File: src/rtl/full_adder.sv
// -----------------------------------------------------------------------------
// full_adder
//   One-bit full adder: the cell the arr_mul ripple rows are built from.
//   A half adder is this cell with cin tied to 0.
// Ports
//   a, b  input   1  addend bits
//   cin   input   1  carry in
//   sum   output  1  a ^ b ^ cin
//   cout  output  1  majority(a, b, cin)
// -----------------------------------------------------------------------------
module full_adder (
   input  logic a,
   input  logic b,
   input  logic cin,
   output logic sum,
   output logic cout
);

   assign sum  = a ^ b ^ cin;
   assign cout = (a & b) | (a & cin) | (b & cin);

endmodule

File: src/rtl/arr_mul.sv
// -----------------------------------------------------------------------------
// arr_mul
//   Unsigned WIDTH x WIDTH array multiplier with a registered 2*WIDTH product.
//   An AND array forms the partial products and rows of full_adder cells
//   ripple-sum them; the exact product is captured on every rising clk edge
//   (fixed 1-cycle latency, 1 product per cycle, no enable).
// Parameters
//   WIDTH  operand width in bits (>= 2); product width is 2*WIDTH
// Ports
//   clk  input   1        rising-edge clock
//   rst  input   1        asynchronous active-high reset, clears s
//   a    input   WIDTH    multiplicand, unsigned
//   b    input   WIDTH    multiplier, unsigned
//   s    output  2*WIDTH  registered product a*b
// -----------------------------------------------------------------------------
module arr_mul #(
   parameter int unsigned WIDTH = 4
) (
   input  logic                 clk,
   input  logic                 rst,
   input  logic [WIDTH-1:0]     a,
   input  logic [WIDTH-1:0]     b,
   output logic [2*WIDTH-1:0]   s
);

   // pp[i][j] = a[j] & b[i]
   logic [WIDTH-1:0] pp [WIDTH];

   // acc[i] holds the WIDTH bits still to be summed after row i: the row's
   // upper sum bits with its carry-out on top. acc[0] is row 0 shifted down.
   logic [WIDTH-1:0] acc [WIDTH];

   logic [2*WIDTH-1:0] prod;

   for (genvar i = 0; i < WIDTH; i++) begin : g_and
      assign pp[i] = a & {WIDTH{b[i]}};
   end

   assign prod[0] = pp[0][0];
   assign acc[0]  = {1'b0, pp[0][WIDTH-1:1]};

   for (genvar i = 1; i < WIDTH; i++) begin : g_row
      logic [WIDTH:0]   carry;
      logic [WIDTH-1:0] row_sum;

      // First cell of each row has cin tied low, i.e. acts as a half adder.
      assign carry[0] = 1'b0;

      for (genvar j = 0; j < WIDTH; j++) begin : g_cell
         full_adder u_fa (
            .a    (pp[i][j]),
            .b    (acc[i-1][j]),
            .cin  (carry[j]),
            .sum  (row_sum[j]),
            .cout (carry[j+1])
         );
      end

      assign prod[i] = row_sum[0];
      assign acc[i]  = {carry[WIDTH], row_sum[WIDTH-1:1]};
   end

   // Last row's shifted sum and carry-out are the upper product bits.
   assign prod[2*WIDTH-1:WIDTH] = acc[WIDTH-1];

   always_ff @(posedge clk or posedge rst) begin
      if (rst) begin
         s <= '0;
      end else begin
         s <= prod;
      end
   end

endmodule

File: config.mk
export PLATFORM = sky130hd
export DESIGN_NAME = arr_mul
export DESIGN_NICKNAME = d
export VERILOG_FILES = /design/src/rtl/full_adder.sv /design/src/rtl/arr_mul.sv
export SDC_FILE = /design/constraint.sdc
export NUM_CORES = 1
export LEC_CHECK = 0
export ABC_AREA = 1
export ABC_CLOCK_PERIOD_IN_PS = 1190
export CAP_MARGIN = 20
export CELL_PAD_IN_SITES_DETAIL_PLACEMENT = 0
export CELL_PAD_IN_SITES_GLOBAL_PLACEMENT = 1
export CORE_UTILIZATION = 34
export DETAILED_ROUTE_END_ITERATION = 16
export PLACE_DENSITY_LB_ADDON = 0.1
export SLEW_MARGIN = 20
export SYNTH_ARGS = -nofsm -noshare
export SYNTH_HDL_FRONTEND = slang
export SYNTH_SLANG_ARGS = --single-unit
File: constraint.sdc
create_clock -name clk -period 1.19 [get_ports clk]
set_clock_uncertainty 0.2 [all_clocks]
set_input_delay 0.119 -clock clk [delete_from_list [all_inputs] [get_ports clk]]
set_output_delay 0.119 -clock clk [all_outputs]
set_load 0.01 [all_outputs]
# Word-level counts from Yosys, hierarchy flattened

Cells that the tools add are included.

Bitwise operators: 68

Operators by type and width:

| kind              | number |
|---|---|
| bitwise AND 1 bit | 28 |
| XOR 1 bit         | 20 |
| bitwise AND 4 bit | 4 |
| bitwise OR 1 bit  | 16 |

Flip-flop bits (word level): 8
Input bits: 10
Output and inout port bits: 8
Word-level logic and storage cells: 69

# Logic depth before layout (Yosys ltp)

Depth in word-level cells: 20
Depth in mapped cells: 14
Mapped depth without buffers: 14

# Hierarchy

From an unflattened synthesis, not the netlist that was laid out.

Cell total of the unflattened synthesis: 54
Area total of the unflattened synthesis: 568.0 um^2

Modules (own cells, without submodules):

| module     | instances | cells an instance | area each (um^2) | sequential area each (um^2) |
|---|---|---|---|---|
| arr_mul    | 1         | 42                | 327.8            | 200.2 |
| full_adder | 12        | 1                 | 20.0             | 0.0 |

# Least setup slack after synthesis

No wires, ideal clock.

Path type: input port to flip-flop
Start point: input port a[0]
End point: register s[6]
Library setup time: 136 ps
Arrival time: 3164 ps
Data required time: 854 ps
Path slack: -2309 ps
Cell stages on the path: 14
Path buffers: 0
Cell sequence: nand2_1 inv_1 ha_1 inv_1 fa_1 fa_1 inv_1 fa_1 inv_1 fa_1 inv_1 fa_1 fa_1 fa_1

Longest elaborated chain between the ends: 18
Elaborated cells on any way between the ends: 51
Those cells by class: bitwise: 51

RTL lines:

| item                            | RTL line         | RTL |
|---|---|---|
| start: declaration              | arr_mul.sv:21    | `input logic [WIDTH-1:0] a,` |
| bitwise AND 4 bit               | arr_mul.sv:36    | `assign pp[i] = a & {WIDTH{b[i]}};` |
| bitwise AND 1 bit (2 in series) | full_adder.sv:20 | `assign cout = (a & b) \| (a & cin) \| (b & cin);` |
| bitwise OR 1 bit (2 in series)  | full_adder.sv:20 |  |
| bitwise AND 1 bit               | full_adder.sv:20 |  |
| bitwise OR 1 bit (2 in series)  | full_adder.sv:20 |  |
| XOR 1 bit (3 in series)         | full_adder.sv:19 | `assign sum = a ^ b ^ cin;` |
| bitwise AND 1 bit               | full_adder.sv:20 |  |
| bitwise OR 1 bit (2 in series)  | full_adder.sv:20 |  |
| bitwise AND 1 bit               | full_adder.sv:20 |  |
| bitwise OR 1 bit (2 in series)  | full_adder.sv:20 |  |
| XOR 1 bit (*)                   | full_adder.sv:19 |  |
| via g_row[3].g_cell[3].u_fa.sum | full_adder.sv:15 | `output logic sum,` |
| end signal: assignment          | arr_mul.sv:70    | `s <= prod;` |
| end: declaration                | arr_mul.sv:23    | `output logic [2*WIDTH-1:0] s` |

The timed path passes the listed nets; every way through them passes the cells marked *.

# Final worst setup path

Ends and elaborated chain as after synthesis.

==> flow_summary.json <==
{
  "row_count": 14,
  "syn_area_per_cell_um2": 9.74,
  "cap_violations": 0,
  "postRouteAntennaNets": 0,
  "ys_seq_area_frac": 0.367,
  "gr-total-overflow": 0,
  "drt_pre_antenna_iters": 4,
  "startpoint_type": "input pin",
  "top_regs": "s: 8 flops",
  "routedWlPerCell_um": 9.76,
  "coreArea_um2": 1510,
  "num_vias": 450,
  "cpMaxStageDelayCell": "fa_2",
  "worstPathRequired_ns": 1.11,
  "grt_pass1_vias": 446,
  "dpl-instance-area_um2": 828,
  "layout.nets": 113,
  "powerDensity_nw_per_um2": 942,
  "period_share": 2.78,
  "ioPinCount": 18,
  "hold_violations": 0,
  "largest_reg_flops": 8,
  "rsz0062_at_grt": "true",
  "arrival_ns": 3.22,
  "max_freq_mhz": 302,
  "viasPerCell": 4.29,
  "violations": "setup timing",
  "hpwl_um": 811,
  "wirelength_um": 1030,
  "initial_utilization": 0.362,
  "vdd_drop_max_v": 0.000381,
  "endpoint_kind": "register",
  "final_cells": 105,
  "ys_types": 5,
  "postLayoutCellArea_um2": 943,
  "tritoncts": "built",
  "synth-seq-cells": 8,
  "portBuffers": 17,
  "fillers": 127,
  "grt_start_max_net_pins": 9,
  "hold_class": "in2reg",
  "die-area_um2": 1770,
  "cp_slowest_stage_delay_ns": 0.52,
  "die_y_um": 42.1,
  "crit_fanout": 2,
  "die_w_um": 42.1,
  "drt-initial-drc-count": 3,
  "setup_viol": 6,
  "finalSetupTns_ns": -8.53,
  "htree_levels": 1,
  "path_clk_slew_ns": 0.05,
  "post-route-min-period_ns": 3.31,
  "gp_congestion": 0.692,
  "tightest_slew_ns": 0.284,
  "crit_top_cell": "fa_2",
  "syn_nets": 78,
  "dp_cells": 97,
  "ys_warn_count": 0,
  "numCtsBuffers": 3,
  "place_ws_ns": -2.86,
  "diodes": 0,
  "status": "finished with violations",
  "leakage_nw": 0.514,
  "grt_use_total": 0.139,
  "drive_above_1_share": 0.393,
  "slew-limit-headroom": 0.811,
  "syn_area_um2": 546,
  "critPathBufInv": 6,
  "cts_root_buf": "clkbuf_4",
  "clockBufferDepth": 2,
  "syn2layout_area_growth_pct": 72.9,
  "antenna_found_initial": 0,
  "drv_slew": 0,
  "final.setup.worst_slack_ns": -2.12,
  "route.detailed.drc": 0,
  "regMostFlops": "s",
  "clkSinkCount": 8,
  "fin_util": 0.626,
  "worst-setup-path-type": "in2reg",
  "synthCells": 56,
  "grt_pass1_wl_um": 1780,
  "crit_family": "adder cells",
  "path_cells": "buf_8 > nand2_4 > inv_4 > ha_4 > inv_2 > fa_2 > fa_1 > inv_2 > fa_2 > inv_2 > fa_2 > inv_2 > fa_2 > fa_2 > fa_1"
}
==> worst paths after layout <==
path | from | endpoint | cells past startpoint
setup / recovery | a[0] | s[6] | 15
hold / removal | a[1] | s[4] | 5
max in group asynchronous | rst | s[7] | 3
min in group asynchronous | rst | s[3] | 3
==> where the power goes <==
group          switching [mW]  internal (mW)
clock network          0.0778          0.114
registers              0.0122          0.326
logic                   0.161          0.198
total                   0.251          0.638
==> cell usage after synthesis <==
library cell	number	area (um2)
inv_1	20	75.1
fa_1	8	160
ha_1	4	50.1
dfrtp_1	8	200
nand2_1	16	60.1
==> placed cells by master (no fill, tap or decap), drive strengths merged <==
cell / count
inv: 20
nand2: 16
buf: 13
clkdlybuf4s15: 9
dfrtp: 8
fa: 8
dlygate4sd3: 4
clkdlybuf4s50: 4
ha: 4
clkbuf: 3
==> cell type report <==
cell class                      count  area (um2)  area share
Sequential cell                     8         200       0.212
Clock buffer                        3        22.5      0.0239
Inverter                           20        77.6      0.0822
Timing Repair Buffer               30         290       0.308
Multi-Input combinational cell     28         333       0.353
Tap cell                           16        20.0      0.0212
==> what timing repair did <==
action | CTS | global route
pin swaps | 9 | 7
setup endpoints to repair | 14 | 7
gates resized for setup | 45 | 6
hold endpoints to repair | 10 | 0
setup buffers | 0 | 1
hold buffers | 4 | 0
==> through the flow <==
step | hold slack (ns) | power [mW]
6_report | 0.200 | 0.889
5_1_grt | 0.209 | 0.957
4_1_cts | 0.121 | 0.883
3_5_place_dp | 0.184 | 0.678
3_3_place_gp | 0.175 | 0.669
2_1_floorplan | -0.265 | 0.482
==> per-layer routing <==
layer / wire [um] / GRT usage / up-vias
li1: - / - / 222
met1: 401 / 0.161 / 209
met2: 565 / 0.244 / 15
met3: 29 / 0.0129 / 4
met4: 30 / 0.0938 / 0
met5: 0 / 0 / -
==> cells by family after synthesis <==
group,share of synthesized area
AND/OR/NAND/NOR,0.110
buffers and inverters,0.138
adder cells (fa/ha/maj),0.385
flip-flops,0.367
(Power assumes the default switching activity.)
